[src/rtl/axi_bresp_router.sv]
// AXI B-channel router: NUM_S slaves to NUM_M masters, round-robin grant, one-deep output slice.
// Define AXI_BRESP_ERRCNT_EN to add the saturating err_cnt output.
//
// state | meaning
// EMPTY | slice holds nothing; any valid slave may be accepted
// FULL  | slice holds one response for master tgt_q; drains on bready_m[tgt_q]
module axi_bresp_router #(
    parameter int NUM_S = 6,
    parameter int NUM_M = 2,
    parameter int ID_W  = 4,
    parameter int IDS_W = 8
) (
    input  logic                    clk,
    input  logic                    rst,
    input  logic [NUM_S*IDS_W-1:0]  bid_s,
    input  logic [NUM_S*2-1:0]      bresp_s,
    input  logic [NUM_S-1:0]        bvalid_s,
    output logic [NUM_S-1:0]        bready_s,
    output logic [NUM_M*ID_W-1:0]   bid_m,
    output logic [NUM_M*2-1:0]      bresp_m,
    output logic [NUM_M-1:0]        bvalid_m,
    input  logic [NUM_M-1:0]        bready_m,
    output logic                    unroutable
`ifdef AXI_BRESP_ERRCNT_EN
    ,
    output logic [15:0]             err_cnt
`endif
);

    localparam int SW = $clog2(NUM_S);
    localparam int MW = (NUM_M > 1) ? $clog2(NUM_M) : 1;
    localparam int TW = IDS_W - ID_W;

    localparam logic [0:0] EMPTY = 1'b0;
    localparam logic [0:0] FULL  = 1'b1;

    logic [0:0]      state_q;
    logic            full_q;
    logic [MW-1:0]   tgt_q;
    logic [ID_W-1:0] bid_q;
    logic [1:0]      bresp_q;
    logic [SW-1:0]   rr_ptr;
    logic            unroutable_q;

    logic [IDS_W-1:0] bid_arr   [NUM_S];
    logic [1:0]       bresp_arr [NUM_S];

    for (genvar k = 0; k < NUM_S; k++) begin : g_unpack
        assign bid_arr[k]   = bid_s[k*IDS_W +: IDS_W];
        assign bresp_arr[k] = bresp_s[k*2 +: 2];
    end

    assign full_q = (state_q == FULL);

    // Round-robin search starting at rr_ptr, wrapping at NUM_S-1.
    logic [SW-1:0] grant;
    logic          found;
    logic [SW:0]   idx_sum;

    always_comb begin
        grant   = '0;
        found   = 1'b0;
        idx_sum = '0;
        for (int i = 0; i < NUM_S; i++) begin
            idx_sum = {1'b0, rr_ptr} + (SW+1)'(i);
            if (idx_sum >= (SW+1)'(NUM_S)) begin
                idx_sum = idx_sum - (SW+1)'(NUM_S);
            end
            if (!found && bvalid_s[idx_sum[SW-1:0]]) begin
                found = 1'b1;
                grant = idx_sum[SW-1:0];
            end
        end
    end

    logic [IDS_W-1:0] sel_bid;
    logic [1:0]       sel_bresp;
    logic [TW-1:0]    tag;
    logic             routable;
    logic [MW-1:0]    route_tgt;

    assign sel_bid   = bid_arr[grant];
    assign sel_bresp = bresp_arr[grant];
    assign tag       = sel_bid[IDS_W-1:ID_W];

    always_comb begin
        routable  = 1'b0;
        route_tgt = '0;
        for (int m = 0; m < NUM_M; m++) begin
            if (tag == (TW'(1) << m)) begin
                routable  = 1'b1;
                route_tgt = MW'(m);
            end
        end
    end

    logic can_accept;
    logic accept;

    assign can_accept = ~full_q | bready_m[tgt_q];
    // Gated by rst so no slave sees a handshake while the block is held in reset.
    assign accept     = rst & can_accept & found;

    always_comb begin
        bready_s = '0;
        if (accept) begin
            bready_s[grant] = 1'b1;
        end
    end

    always_comb begin
        bvalid_m = '0;
        bid_m    = '0;
        bresp_m  = '0;
        for (int m = 0; m < NUM_M; m++) begin
            if (full_q && (tgt_q == MW'(m))) begin
                bvalid_m[m]            = 1'b1;
                bid_m[m*ID_W +: ID_W]  = bid_q;
                bresp_m[m*2 +: 2]      = bresp_q;
            end
        end
    end

    assign unroutable = unroutable_q;

    always_ff @(posedge clk or negedge rst) begin
        if (!rst) begin
            state_q      <= EMPTY;
            tgt_q        <= '0;
            bid_q        <= '0;
            bresp_q      <= '0;
            rr_ptr       <= '0;
            unroutable_q <= 1'b0;
        end else begin
            unroutable_q <= accept & ~routable;
            if (accept) begin
                rr_ptr <= (grant == SW'(NUM_S-1)) ? '0 : grant + 1'b1;
                if (routable) begin
                    state_q <= FULL;
                    tgt_q   <= route_tgt;
                    bid_q   <= sel_bid[ID_W-1:0];
                    bresp_q <= sel_bresp;
                end else begin
                    state_q <= EMPTY;
                end
            end else if (full_q && bready_m[tgt_q]) begin
                state_q <= EMPTY;
            end
        end
    end

`ifdef AXI_BRESP_ERRCNT_EN
    always_ff @(posedge clk or negedge rst) begin
        if (!rst) begin
            err_cnt <= '0;
        end else if (accept && (sel_bresp[1] || !routable) && (err_cnt != 16'hFFFF)) begin
            err_cnt <= err_cnt + 16'd1;
        end
    end
`endif

endmodule

[config.mk]
export PLATFORM = sky130hd
export DESIGN_NAME = axi_bresp_router
export DESIGN_NICKNAME = d
export VERILOG_FILES = /design/src/rtl/axi_bresp_router.sv
export SDC_FILE = /design/constraint.sdc
export NUM_CORES = 1
export LEC_CHECK = 0
export BUFFER_PORTS_ARGS = -buffer_cell sky130_fd_sc_hd__buf_4
export CAP_MARGIN = 10
export CORE_MARGIN = 3
export CORE_UTILIZATION = 30
export CTS_CLUSTER_SIZE = 10
export DETAILED_ROUTE_END_ITERATION = 10
export HOLD_SLACK_MARGIN = 0.03
export SLEW_MARGIN = 20
export SYNTH_ARGS = -nofsm -noshare
export SYNTH_HDL_FRONTEND = slang
export SYNTH_SLANG_ARGS = --single-unit
[constraint.sdc]
create_clock -name clk -period 4.1 [get_ports clk]
set_clock_uncertainty 0.05 [all_clocks]
set_input_delay 0.205 -clock clk [delete_from_list [all_inputs] [get_ports clk]]
set_output_delay 0.205 -clock clk [all_outputs]
set_load 0.01 [all_outputs]
Word-level counts from Yosys, hierarchy flattened. Index checks and enable logic that the tools add are counted.

Register bits: 12. Latch bits: 0. RAM bits: 0. Bits in read-only memories: 0. Bits of input ports: 70. Word-level logic and storage cells: 115. Memories kept: 0.

Add/sub/neg operators: 12. Multipliers: 0. Div/mod/pow operators: 0. $lt $le $gt $ge: 16. Equality and inequality tests: 3. Shifts and indexed selects: 0. Muxes and demuxes: 54. Bitwise gates (word level): 8. Reduce and logical (&&, ||, !) cells: 16.

Operator list (number): 3-bit two-way mux (13); 3-bit by 4-bit less-than comparator with 1-bit output, second input constant (7); 8-bit binary-select mux with 3-bit select (1); 1-bit two-way mux (23); 4-bit by 3-bit greater-or-equal comparator with 1-bit output, second input constant (5); 1-bit binary-select mux with 3-bit select (6); 3-bit subtractor, second input constant (6); 8-bit two-way mux (2); 1-bit logical AND (9); 3-bit by 2-bit adder with 4-bit output, second input constant (2); 3-bit by 3-bit adder with 4-bit output, second input constant (2); 2-bit two-way mux (4); 4-bit two-way mux (2); 2-bit binary-select mux with 3-bit select (1); 6-bit two-way mux (1); 1-bit zero test (5); 3-bit by 1-bit adder with 4-bit output, second input constant (1); 4-bit by 1-bit == test with 1-bit output, second input constant (1); 4-bit by 2-bit == test with 1-bit output, second input constant (1); 4-bit greater-or-equal comparator, second input constant (1); 3-bit NOT with 4-bit output (1); 3-bit by 1-bit adder with 3-bit output, second input constant (1); 1-bit bitwise AND (3); 1-bit demux with 3-bit select (1); 8 further kinds (10).

Logic depth before layout (Yosys ltp).
Word-level depth: 29. Depth in mapped cells: 17.

Worst setup path after synthesis. No wires, ideal clock.

Kind: register to register. Start: register rr_ptr[0]. End: register bresp_q[1]. Setup time: 0.125 ns. Arrival time: 4.154 ns. Required time: 3.925 ns. Path slack: -0.229 ns. Stages on the path, launching flop included: 18. Path buffers: 4. Clock period less this slack: 4.329 ns. Cell sequence: dfrtp_1 buf_4 buf_4 inv_1 ha_1 clkbuf_1 nand3b_1 a211oi_1 a2111oi_4 or3_1 o311ai_4 a211oi_2 buf_6 mux2_4 o221ai_4 nor3_2 o21ai_4 mux2_4.

Longest elaborated chain between the ends: 28. Elaborated cells on any way between the ends: 70. Classes of those cells: 11 x add/sub; 6 x order compare; 2 x eq/ne; 38 x mux; 2 x bitwise; 11 x reduce/logical.

Ends and longest elaborated chain: from (decl) (RTL line 42) `logic [SW-1:0] rr_ptr;`; from (signal assigned) (RTL line 137) `rr_ptr <= (grant == SW'(NUM_S-1)) ? '0 : grant + 1'b1;`; branches (longest 28 deep; another with 3-bit by 1-bit adder with 4-bit output); to (signal assigned) (RTL line 142) `bresp_q <= sel_bresp;`; to (decl) (RTL line 41) `logic [1:0] bresp_q;`.

Parallel ways; which one is timed is not known. The select of a mux whose other input is x is not followed. A chain may end at the register's enable or synchronous reset.

Worst setup path in the final report.
Start: register rr_ptr[1]. End: register bresp_q[0].

The elaborated chain is that of the path after synthesis.

==> summary.md <==
| Metric | Value |
|---|---|
| Run status | `finished, final reports clean` |
| Ys flop type | `sky130_fd_sc_hd__dfrtp_1` |
| Main combinational cell family by area after synthesis | `compound AO/OA/AOI/OAI gates` |
| HPWL after detailed placement | `around 5800 um` |
| Max_cap viols | `0` |
| Inserted Diodes | `0` |
| Clock tree from TritonCTS | `built` |
| Via Count | `2426` |
| Wire length per cell | `around 15 um` |
| Count of distinct cell types in the synthesized netlist | `65` |
| Measured slew at the worst slew-check pin | `573.8 ps` |
| Fin crit period | `4002 ps` |
| Crit end category | `flop` |
| Crit Path Max Fanout | `7` |
| Simple-gate area share of the yosys netlist | `24.29%` |
| Async set-or-reset flop fraction in the synthesized netlist | `100.0%` |
| Cell at the slowest stage of the critical path | `sky130_fd_sc_hd__or4_4` |
| Signal arrival time at the worst endpoint | `4070 ps` |
| Number of placed instances with taps included | `463` |
| Length of the first detailed-routing pass in iterations | `4` |
| Average footprint of a synthesized cell | `~8.4 um2` |
| Total count of hold-check failures in the final report | `0` |
| Total clock buffers created by CTS | `3` |
| Clock input transition at the sequential cells of the worst setup and hold paths | `roughly 50 ps` |
| Wire length of the first global-routing pass | `between 10000 and 15000 um` |
| CTS H-tree depth | `1` |
| Cell row count | `30` |
| Portion of synthesized cell area occupied by the leading cell type | `13.95%` |
| FMAX | `249.9 MHz` |
| Pin count of the biggest net entering global routing | `16` |
| Num ports | `91` |
| Insertion delay to the later sink of the worst-skew pair | `240 ps` |
| EDFF count, synth | `0` |
| Fin worst setup slack | `a little under 100 ps` |
| Total of flip-flops plus latches after synthesis | `12` |
| Share of post-route cells with drive strength above 1 | `about half` |
| Vias in the first global route | `roughly 2400` |
| Slew Viols, Final | `0` |
| Number of DRC violations after detailed-routing iteration 0 | `75` |
| Leading post-synthesis cells by cell area | `sky130_fd_sc_hd__dfrtp_1, sky130_fd_sc_hd__mux2i_1, sky130_fd_sc_hd__mux2_4` |
| Final ANT Viol Nets | `0` |
| Final Non-Filler Cells | `475` |
| Core Box Area | `6869 um2` |
| Placement-stage worst setup slack | `-64.98 ps` |
| Synthesized instance count | `about 260` |
| Warnings, synthesis | `0` |
| Final setup viols | `0` |
| Buffer type at the clock tree root | `sky130_fd_sc_hd__clkbuf_8` |
| Category of the worst setup path launch point | `flop` |
| Minimum hold slack | `around 260 ps` |
| Growth of design area from synthesis to finish | `58.45%` |
| Worst min path class | `input pin to flop` |
| X dimension of the die | `just over 90 um` |
| Post-synthesis adder-cell area fraction | `4.648%` |
| Longest Clk Path Bufs | `2` |
| Kind of critical path | `flop to flop` |
| Crit path largest cell delay | `530 ps` |
| Nets@finish | `about 460` |
| Complex-gate fraction of the synthesized area | `between 20% and 30%` |
| Area enclosed by the die boundary | `just over 8000 um2` |
| Post-synthesis share of cell area spent on xor and xnor gates | `under 10%` |
| Total wire length after detailed routing | `roughly 7100 um` |
| Max_slew headroom | `~60%` |
| Sum of negative setup slack | `0 ps` |
| Share of cell area taken by muxes after synthesis | `about 21%` |
| Die extent in y | `~90 um` |
| Cell chain of the critical path | `inv_2 -> ha_4 -> nor2b_1 -> or3b_1 -> a31o_4 -> or4_4 -> o311ai_4 -> a211oi_4 -> buf_6 -> or3_1 -> o311ai_2 -> o211a_1 -> o21ai_4 -> buf_12 -> mux2_4` |
| Initial Util | `approximately a third` |
| # clock sinks | `12` |
| Count of port buffers added during placement | `90` |
| Area of the mapped netlist | `~2200 um2` |
| Final weighted congestion in routability-driven placement | `between 0.8 and 0.9` |
| Initial antenna violation count | `0` |
| Cell type with the highest aggregate area in the netlist | `sky130_fd_sc_hd__dfrtp_1` |
| Post-Syn Nets | `335` |
| Post-route fraction of the period consumed by the critical path | `a little over nine tenths` |
| Total GRT Usage | `approximately 16%` |
| Average via count per standard cell | `a little over 5` |
| Sum of overflow across all layers after global routing | `0` |
| Share of the yosys chip area belonging to registers | `13.95%` |
| Required time at the worst-slack endpoint | `around 4200 ps` |
| DR DRC count | `0` |
==> cells by family after synthesis <==
| kind of cell | Yosys count |
|---|---|
| muxes | 42 |
| and+or+nand+nor | 96 |
| xor gates and xnor gates | 7 |
| buffers and inverters | 22 |
| DFF | 12 |
| adders and majority gates | 8 |
| AOI/OAI and AO/OA | 70 |
==> flip-flops by register name, indices dropped and copies added (netlist names) <==
register and count:
rr_ptr 3, bid_q 4, unroutable 1, full_q 1
bresp_q 2, tgt_q 1
==> cells in the final DEF, fill, tap and decap left out, types with 3 or more instances in the layout <==
cell type	netlist	routed
sky130_fd_sc_hd__a211oi_1	4	4
sky130_fd_sc_hd__a21oi_1	8	7
sky130_fd_sc_hd__a31o_2	6	5
sky130_fd_sc_hd__a31oi_1	4	4
sky130_fd_sc_hd__and2_1	9	9
sky130_fd_sc_hd__and3_1	9	9
sky130_fd_sc_hd__buf_4	2	129
sky130_fd_sc_hd__clkbuf_8	0	4
sky130_fd_sc_hd__dfrtp_1	12	11
sky130_fd_sc_hd__ha_1	8	3
sky130_fd_sc_hd__ha_4	0	3
sky130_fd_sc_hd__inv_1	8	7
sky130_fd_sc_hd__mux2_2	6	5
sky130_fd_sc_hd__mux2_4	7	8
sky130_fd_sc_hd__mux2i_1	29	29
sky130_fd_sc_hd__nand2_1	22	22
sky130_fd_sc_hd__nand2b_1	5	5
sky130_fd_sc_hd__nand3_1	3	3
sky130_fd_sc_hd__nand3b_1	3	3
sky130_fd_sc_hd__nor2_1	19	19
sky130_fd_sc_hd__nor2b_1	4	4
sky130_fd_sc_hd__o211a_1	3	3
sky130_fd_sc_hd__o211ai_1	4	4
sky130_fd_sc_hd__o21a_1	5	4
sky130_fd_sc_hd__o21ai_0	4	4
sky130_fd_sc_hd__xnor2_1	5	4
==> layer usage <==
| metal | vias up | wire (um) | track usage [%] | share of wire (%) |
|---|---|---|---|---|
| li1 | 1216 | - | - | - |
| met1 | 1131 | 3311 | 21.82 | 47 |
| met2 | 75 | 3388 | 27.05 | 48 |
| met3 | 4 | 338 | 1.833 | 4.8 |
| met4 | 0 | 33 | 2.679 | 0.47 |
| met5 | - | 0 | 0 | 0 |
==> Yosys cell counts, types with 5 or more instances <==
cell	instances
sky130_fd_sc_hd__mux2_4	7
sky130_fd_sc_hd__o21a_1	5
sky130_fd_sc_hd__a21oi_1	8
sky130_fd_sc_hd__ha_1	8
sky130_fd_sc_hd__nand2b_1	5
sky130_fd_sc_hd__a31o_2	6
sky130_fd_sc_hd__mux2i_1	29
sky130_fd_sc_hd__nor2_1	19
sky130_fd_sc_hd__and2_1	9
sky130_fd_sc_hd__inv_1	8
sky130_fd_sc_hd__and3_1	9
sky130_fd_sc_hd__dfrtp_1	12
sky130_fd_sc_hd__nand2_1	22
sky130_fd_sc_hd__clkbuf_1	8
sky130_fd_sc_hd__xnor2_1	5
sky130_fd_sc_hd__mux2_2	6
==> worst max-delay path, delay by kind of cell, from the launching register on <==
family / cells / cell delay [ps]
adders and majority gates: 1 / 280
AOI/OAI and AO/OA: 6 / 1160
and+or+nand+nor: 4 / 1280
DFF: 1 / 410
muxes: 1 / 280
buffers and inverters: 3 / 380
==> stage by stage <==
stage	util, %	area (um2)
3_3_place_gp	45.79	3146
4_1_cts	47.41	3257
3_5_place_dp	45.79	3146
6_report	49.67	3412
2_1_floorplan	-	2168
5_1_grt	49.67	3412
==> final timing paths <==
path                                       start                endpoint  slack, ps  depth (start not counted)
max                        rr_ptr[1]$_DFFE_PN0P_  bresp_q[0]$_DFFE_PN0P_        100                         15
min                                  bready_m[0]      full_q$_DFFE_PN0P_        260                          4
max reg2reg                rr_ptr[1]$_DFFE_PN0P_  bresp_q[0]$_DFFE_PN0P_        100                         15
min reg2reg                 bid_q[0]$_DFFE_PN0P_    bid_q[0]$_DFFE_PN0P_        490                          1
max in group asynchronous                    rst   rr_ptr[0]$_DFFE_PN0P_       3520                          2
min in group asynchronous                    rst      full_q$_DFFE_PN0P_        310                          2
==> cell type report <==
| cell class | count | area, um2 |
|---|---|---|
| fill | 671 | 3457 |
| multi-input combinational | 223 | 1896 |
| timing repair buffer | 132 | 1010 |
| sequential | 12 | 301.5 |
| tap | 96 | 120.1 |
| clock buffer | 4 | 55.05 |
| inverter | 8 | 30.03 |
==> timing repair <==
action / CTS / global route
hold buffers: 1 / 0
endpoints found under the setup margin: 6 / 12
hold endpoints to repair: 12 / 0
pin swaps: 2 / 8
gates resized for setup: 6 / 19
buffers inserted: 1 / 6
Power is left out: the tool's default activity adds up to more than one toggle a clock period on the data nets, which glitch-free logic cannot reach.
